<file path="config.mk">
export PLATFORM = sky130hd
export DESIGN_NAME = apb_requester
export DESIGN_NICKNAME = d
export VERILOG_FILES = /design/src/rtl/apb_requester.sv
export SDC_FILE = /design/constraint.sdc
export NUM_CORES = 1
export LEC_CHECK = 0
export CORE_ASPECT_RATIO = 1.75
export CORE_MARGIN = 2
export CORE_UTILIZATION = 42
export CTS_BUF_LIST = sky130_fd_sc_hd__clkbuf_2
export DETAILED_ROUTE_END_ITERATION = 10
export GPL_ROUTABILITY_DRIVEN = 0
export GPL_TIMING_DRIVEN = 0
export PLACE_DENSITY = 0.83
export SLEW_MARGIN = 0
export SYNTH_ARGS = -nofsm -noshare
export SYNTH_HDL_FRONTEND = slang
export SYNTH_SLANG_ARGS = --single-unit
</file>
<file path="constraint.sdc">
create_clock -name PCLK -period 4.6 [get_ports PCLK]
set_clock_uncertainty 0.1 [all_clocks]
set_input_delay 0.92 -clock PCLK [delete_from_list [all_inputs] [get_ports PCLK]]
set_output_delay 0.92 -clock PCLK [all_outputs]
set_load 0.02 [all_outputs]
</file>
<file path="src/rtl/apb_requester.sv">
// rtl/apb_requester.sv - APB3/APB4 requester bridging a valid/ready command/response pair onto an APB segment
// Optional wait-state timeout abort: define KVIPS_APB_REQ_TIMEOUT_EN
module apb_requester #(
    parameter int ADDR_W  = 32,
    parameter int DATA_W  = 32,
    parameter int NSEL    = 4,
    parameter int SEL_LSB = 12,
    parameter int APB4    = 1,
    parameter int TIMEOUT = 256
) (
    input  logic                PCLK,
    input  logic                PRESET,
    input  logic                cmd_valid,
    output logic                cmd_ready,
    input  logic                cmd_write,
    input  logic [ADDR_W-1:0]   cmd_addr,
    input  logic [DATA_W-1:0]   cmd_wdata,
    input  logic [DATA_W/8-1:0] cmd_strb,
    input  logic [2:0]          cmd_prot,
    output logic                rsp_valid,
    input  logic                rsp_ready,
    output logic [DATA_W-1:0]   rsp_rdata,
    output logic                rsp_err,
    output logic                rsp_timeout,
    output logic [ADDR_W-1:0]   PADDR,
    output logic [NSEL-1:0]     PSEL,
    output logic                PENABLE,
    output logic                PWRITE,
    output logic [DATA_W-1:0]   PWDATA,
    output logic [DATA_W/8-1:0] PSTRB,
    output logic [2:0]          PPROT,
    input  logic [DATA_W-1:0]   PRDATA,
    input  logic                PREADY,
    input  logic                PSLVERR
);
    localparam int STRB_W = DATA_W / 8;
    localparam int SW     = (NSEL > 1) ? $clog2(NSEL) : 1;
    localparam logic [SW:0] NSEL_V = (SW+1)'(NSEL);

    typedef enum logic [1:0] {IDLE, SETUP, ACCESS, RESP} state_t;
    state_t state, state_nxt;

    logic [SW-1:0]     slot;
    logic              decode_err;
    logic              timed_out;
    logic [NSEL-1:0]   psel_nxt;
    logic              penable_nxt, pwrite_nxt, err_nxt;
    logic [ADDR_W-1:0] paddr_nxt;
    logic [DATA_W-1:0] pwdata_nxt, rdata_nxt;
    logic [STRB_W-1:0] pstrb_nxt;
    logic [2:0]        pprot_nxt;

    assign slot       = cmd_addr[SEL_LSB +: SW];
    assign decode_err = ({1'b0, slot} >= NSEL_V);
    assign cmd_ready  = (state == IDLE);
    assign rsp_valid  = (state == RESP);

`ifdef KVIPS_APB_REQ_TIMEOUT_EN
    localparam int CW = $clog2(TIMEOUT + 1);
    logic [CW-1:0] wait_cnt;

    assign timed_out = (state == ACCESS) && !PREADY && (wait_cnt == CW'(TIMEOUT - 1));

    // ACCESS is only ever entered from SETUP, so clearing there restarts the count
    always_ff @(posedge PCLK or posedge PRESET) begin
        if (PRESET) begin
            wait_cnt    <= '0;
            rsp_timeout <= 1'b0;
        end else begin
            if (state == SETUP)
                wait_cnt <= '0;
            else if (state == ACCESS && !PREADY)
                wait_cnt <= wait_cnt + CW'(1);
            if (cmd_valid && cmd_ready)
                rsp_timeout <= 1'b0;
            else if (timed_out)
                rsp_timeout <= 1'b1;
        end
    end
`else
    assign timed_out   = 1'b0;
    assign rsp_timeout = 1'b0;
`endif

    always_comb begin
        state_nxt   = state;
        psel_nxt    = PSEL;
        penable_nxt = PENABLE;
        paddr_nxt   = PADDR;
        pwrite_nxt  = PWRITE;
        pwdata_nxt  = PWDATA;
        pstrb_nxt   = PSTRB;
        pprot_nxt   = PPROT;
        rdata_nxt   = rsp_rdata;
        err_nxt     = rsp_err;
        case (state)
            IDLE: begin
                if (cmd_valid) begin
                    rdata_nxt = '0;
                    err_nxt   = 1'b0;
                    if (decode_err) begin
                        err_nxt   = 1'b1;
                        state_nxt = RESP;
                    end else begin
                        state_nxt  = SETUP;
                        psel_nxt   = NSEL'(1) << slot;
                        paddr_nxt  = cmd_addr;
                        pwrite_nxt = cmd_write;
                        pwdata_nxt = cmd_write ? cmd_wdata : '0;
                        pstrb_nxt  = !cmd_write ? '0 : ((APB4 != 0) ? cmd_strb : {STRB_W{1'b1}});
                        pprot_nxt  = (APB4 != 0) ? cmd_prot : 3'b000;
                    end
                end
            end
            SETUP: begin
                state_nxt   = ACCESS;
                penable_nxt = 1'b1;
            end
            ACCESS: begin
                // a completer ready on the timeout edge still completes normally
                if (PREADY) begin
                    rdata_nxt   = PWRITE ? '0 : PRDATA;
                    err_nxt     = PSLVERR;
                    psel_nxt    = '0;
                    penable_nxt = 1'b0;
                    state_nxt   = RESP;
                end else if (timed_out) begin
                    rdata_nxt   = '0;
                    err_nxt     = 1'b1;
                    psel_nxt    = '0;
                    penable_nxt = 1'b0;
                    state_nxt   = RESP;
                end
            end
            RESP: begin
                if (rsp_ready)
                    state_nxt = IDLE;
            end
            default: state_nxt = IDLE;
        endcase
    end

    always_ff @(posedge PCLK or posedge PRESET) begin
        if (PRESET) begin
            state     <= IDLE;
            PSEL      <= '0;
            PENABLE   <= 1'b0;
            PADDR     <= '0;
            PWRITE    <= 1'b0;
            PWDATA    <= '0;
            PSTRB     <= '0;
            PPROT     <= 3'b000;
            rsp_rdata <= '0;
            rsp_err   <= 1'b0;
        end else begin
            state     <= state_nxt;
            PSEL      <= psel_nxt;
            PENABLE   <= penable_nxt;
            PADDR     <= paddr_nxt;
            PWRITE    <= pwrite_nxt;
            PWDATA    <= pwdata_nxt;
            PSTRB     <= pstrb_nxt;
            PPROT     <= pprot_nxt;
            rsp_rdata <= rdata_nxt;
            rsp_err   <= err_nxt;
        end
    end

endmodule

</file>
==> flow_summary.json <==
{
  "grt-ovfl-total": 0,
  "die_area_um2": 11900,
  "num-nets-final": 757,
  "vias": 3694,
  "slowest_stage": "clkdlybuf4s50_1",
  "clk_latency_ns": 0.57,
  "power_switching_mw": 1.89,
  "finalSetupViolCount": 0,
  "cp_max_fo": 4,
  "synth_top_area_frac": 0.608,
  "routedWlPerCell_um": 15.8,
  "synth_edf_count": 0,
  "fill_cells": 817,
  "dp_cells": 761,
  "fin_cells": 776,
  "drive_gt1_frac": 0.107,
  "wl_mm": 12.2,
  "multi_input_area_um2": 1540,
  "area_growth_syn_to_layout_pct": 54.6,
  "ys_ff_latch": 112,
  "p_sw_frac": 0.399,
  "viasPerCell": 4.76,
  "syn-num-nets": 525,
  "grt_max_degree": 74,
  "cts_setup_buffers": 0,
  "cts_root_buf": "clkbuf_2",
  "detail_route.first_pass.iterations": 4,
  "final-seq-area_um2": 2800,
  "clockPowerShare": 0.098,
  "yosysSeqAreaShare": 0.608,
  "ys.flop_type": "dfrtp_1",
  "hold_ws_ns": 0.419,
  "p_comb_frac": 0.552,
  "cts_tree": "built",
  "synth.distinct_cells": 24,
  "cts_resized": 0,
  "clock-sinks": 112,
  "netlist_instances": 410,
  "grt_antenna_before_repair": 0,
  "max_freq_mhz": 333,
  "dp_hpwl_mm": 9.75,
  "track_usage": 0.206,
  "final_util": 0.666,
  "mostFrequentLayoutCells": "220 x clkdlybuf4s50_1, 112 x dfrtp_1, 105 x nand2_1",
  "p_int_mw": 2.85,
  "yosys.area.top_type": "dfrtp_1",
  "core_um2": 10700,
  "netlist_area_um2": 4610,
  "slew_viol_final": 0,
  "cts_buffer_depth": 2,
  "synth_area_leaders": "dfrtp_1 61%, mux2_2 10%, nand2_1 8.6%",
  "ioPinCount": 223,
  "ant_nets": 0,
  "power.leakage_nw": 3.10,
  "cts_max_level": 3,
  "period_needed_ns": 3.00,
  "startpoint_type": "register",
  "path_clk_slew_ns": 0.28,
  "outcome": "finished, final reports clean",
  "power_frac_seq": 0.351,
  "peakVddDrop_mv": 0.382,
  "min_period_over_period": 0.652,
  "rsz0062_at_grt": "false",
  "worst_pin_slew_ns": 0.515,
  "yosysWarnings": 0,
  "cp.arrival_ns": 1.98,
  "syn_area_per_cell_um2": 11.2,
  "max_stage_delay_ns": 0.62,
  "cp-end-kind": "output pin",
  "grt_pass1_vias": 4015,
  "rows": 50,
  "start_util": 0.431,
  "path_class": "register to output pin",
  "worst_hold_path_type": "register to register",
  "die_y_um": 143,
  "path_cells": "inv_1, ha_1, clkdlybuf4s50_1",
  "maxCapViolations": 0,
  "drc_errors": 0,
  "grt_pass1_wl_mm": 19.4,
  "drtIter0Drc": 121,
  "cp.required_ns": 3.58,
  "relSlewSlack": 0.657,
  "async_flop_share": 1.00,
  "die_w_um": 83.2,
  "numCtsBuffers": 9,
  "power_density_nw_per_um2": 666,
  "antenna_cells": 0,
  "port_buffers": 220,
  "finalHoldViolations": 0,
  "hold_buffers": 0,
  "final_common_cell": "clkdlybuf4s50_1"
}
## sequential cells by signal, summed over array words and instances, names as in the netlist
signal     count
PADDR         32
PWDATA        32
rsp_rdata     32
PSEL           4
PSTRB          4
PPROT          3
state          2
PENABLE        1
PWRITE         1
rsp_err        1
## logic make-up after synthesis
logic type | count (synthesis) | share of synthesized area
buf+inv | 62 | 0.0589
fa+ha+maj | 5 | 0.0136
flops | 112 | 0.608
compound gates | 39 | 0.0434
mux | 74 | 0.173
other cells | 1 | 0.000814
simple gates | 117 | 0.102
## worst paths after layout
path / start / end / slack, ns / cells after the start
setup / recovery: state[0] / cmd_ready / 1.60 / 3
hold / removal: PWDATA[17] / PWDATA[17] / 0.42 / 2
setup reg to reg: state[0] / PWDATA[26] / 2.44 / 7
hold reg to reg: PWDATA[17] / PWDATA[17] / 0.42 / 2
max in group asynchronous: PRESET / PADDR[12] / 3.05 / 3
min in group asynchronous: PRESET / rsp_rdata[30] / 0.58 / 2
## power groups by stage
stage | Combinational [mW] | Clock, mW | Sequential, mW
final | 2.62 | 0.463 | 1.66
after global placement | 2.58 | 0 | 1.65
after global routing | 2.78 | 0.521 | 1.72
after CTS | 2.66 | 0.484 | 1.67
after floorplan | 0.866 | 0 | 2.20
after detailed placement | 2.65 | 0 | 1.69
## cells in the mapped netlist, drive strengths merged (2+ instances only)
cell type	number
dfrtp	112
nand2	105
mux2	42
inv	37
o21ai	37
mux2i	32
clkbuf	16
buf	9
ha	5
nand2b	3
nor3b	2
## cell type report
cell class / instances / share of cell area
inverter: 37 / 0.0198
buffer: 25 / 0.0186
clock inverter: 6 / 0.0109
sequential: 112 / 0.393
timing repair buffer: 221 / 0.313
tap: 130 / 0.0228
clock buffer: 9 / 0.00632
multi-input combinational: 236 / 0.215
## per-stage QoR
stage | TNS [ns] | setup slack (ns) | total power, mW | instance area (um^2)
after floorplan | 0 | 0.621 | 3.06 | 4610
after global placement | -98.28 | -0.891 | 4.24 | 6970
after detailed placement | 0 | 1.78 | 4.34 | 7000
after CTS | 0 | 1.52 | 4.81 | 7130
after global routing | 0 | 1.43 | 5.02 | 7130
final | 0 | 1.60 | 4.75 | 7130
## routing by layer
layer,routed length (um),up-vias,global-route usage,share of wire
met3,736,37,0.0539,0.060
met5,0,-,0,0
met4,540,0,0.114,0.044
met1,4220,1733,0.209,0.34
met2,6740,152,0.381,0.55
li1,-,1772,-,-
## critical path, delay by kind of cell, from the launching register on
| kind | cells | cell delay, ns |
|---|---|---|
| fa+ha+maj | 1 | 0.19 |
| flops | 1 | 0.49 |
| buf+inv | 2 | 0.74 |
Power figures use the tool's default switching activity.
==> edit (config.mk and constraints unchanged) <==
Build with the macro `KVIPS_APB_REQ_TIMEOUT_EN` defined.
--- a/src/rtl/apb_requester.sv
+++ b/src/rtl/apb_requester.sv
@@ -2,2 +2,4 @@
 // Optional wait-state timeout abort: define KVIPS_APB_REQ_TIMEOUT_EN
+`define KVIPS_APB_REQ_TIMEOUT_EN
+
 module apb_requester #(
Behaviour: same outputs for any inputs over 4 cycles, from zero or initial values and one cycle with PRESET high; that may be too few to reach the edited logic, so the function may still have changed.
==> edit against the unedited design <==
  * Worst setup slack worse by 0.20 ns
  * Area after synthesis up 9.2%
  * Power up 3.9%
  * Design area up 7.8%
  * Maximum frequency down 6.3%
  * Global-route usage up 2.3 points
  * Sequential cell count up 10
  * Routed wire length up 18%
==> edit: results (changes against the unedited design) <==
Timing
  • Achievable Freq: 312 MHz (-6.3%)
  • Relative slew slack: 0.662 (+0.00482)

Cells and area
  • Multi-input comb cells: 306 (+30%)
  • Clock-cell share: 0.0305 (+0.0133)
  • Sequential cell area: 3050 um^2 (+8.9%)
  • Clock buffer count: 17 (+8)
  • Share of post-route cells with drive strength above 1: 0.104 (-0.00235)
  • Inverters: 8 (-78%)

Clock network
  • Clock Latency Late Sink: 0.65 ns (+0.08 ns)
  • Depth of the CTS H-tree: 4 (+1)

Logic synthesis
  • Total nets after synthesis: 582 (+11%)
  • Synth unique cells: 32 (+33%)
  • Proportion of synthesized area in mux cells: 0.0806 (-0.0924)
  • #FFs+latches synth: 122 (+8.9%)
  • Xor and xnor area share after synthesis: 0.0122 (+0.0122)
  • Cells after Synth: 465 (+13%)
  • Synth Area per Inst: 10.8 um^2 (-3.7%)

Status
  • Status: completed

Setup path
  • FF-to-FF path depth: 6 (-1)
  • Worst R2R Setup Slack: 2.52 ns (+0.08 ns)
  • Critical path fanouts, max: 5 (+1)

GRT
  • First-pass GRT wire length: 22800 um (+17%)
  • Vias in the first global route: 4638 (+16%)
  • Aggregate global-route resource usage: 0.229 (+0.0228)
  • Largest net degree at the start of global routing: 100 (+35%)

Placed design
  • DP Area: 7450 um^2 (+6.3%)
  • Buffers added on ports: 221 (+0.45%)

Detailed routing
  • DR iter-0 viols: 208 (+72%)

Pwr
  • Static leakage: 3.30 nW (+6.4%)
edit: changes by cell type in the layout (fill, tap and decap cells not counted), moves of 6 or more:
cell	change
clkbuf_1	-7
clkbuf_2	+8
dfrtp_1	+10
inv_1	-29
mux2_1	+36
mux2_2	-41
mux2i_1	-32
nand2_1	+32
nand2_2	+11
nor2_1	+9
o21ai_0	-31
o21ai_1	+60
o21ai_2	+10
xor2_1	+6
edit: power breakdown:
part           switching [mW]  internal, mW
Clock                   0.423         0.247
Sequential              0.243          1.50
Combinational            1.36          1.16
Total                    2.03          2.90
edit: worst min-delay path, cell delays in order (launching register included):
cell     delay [ns]
dfrtp_1        0.37
nand2_1        0.05
o21ai_1        0.06
edit: per-stage QoR:
stage | util | hold slack, ns
after floorplan | - | 0.397
after global placement | 0.637 | 0.361
after detailed placement | 0.639 | 0.367
after CTS | 0.659 | 0.378
after global routing | 0.660 | 0.340
final | 0.660 | 0.406
edit: how the worst min path moves through the flow:
stage               slack, ns          from           end  cells after the start
finish                   0.41  rsp_rdata[5]  rsp_rdata[5]                      2
global route             0.34        PRESET     PADDR[18]                      2
CTS                      0.38        PRESET     PADDR[18]                      2
detailed placement       0.37       PSEL[0]       PSEL[0]                      2
global placement         0.36      PSTRB[1]      PSTRB[1]                      2
floorplan                0.40   wait_cnt[7]   wait_cnt[7]                      2
edit: per-layer routing:
metal  wire length, um  vias up  global-route usage
met2              7880      173               0.409
met4               599        0               0.114
met1              5120     2071               0.237
met3               832       43              0.0714
met5                 0        -                   0
li1                  -     2023                   -
edit: logic make-up (layout without fill, tap and decap cells):
family                     count (synthesis)  count (layout)
xor gates and xnor gates                   7               7
muxes                                     36              36
and+or+nand+nor                          169             169
AOI/OAI and AO/OA                         87              87
other                                      0               1
DFF                                      122             122
adders and majority gates                  7               7
buffers and inverters                     37             290
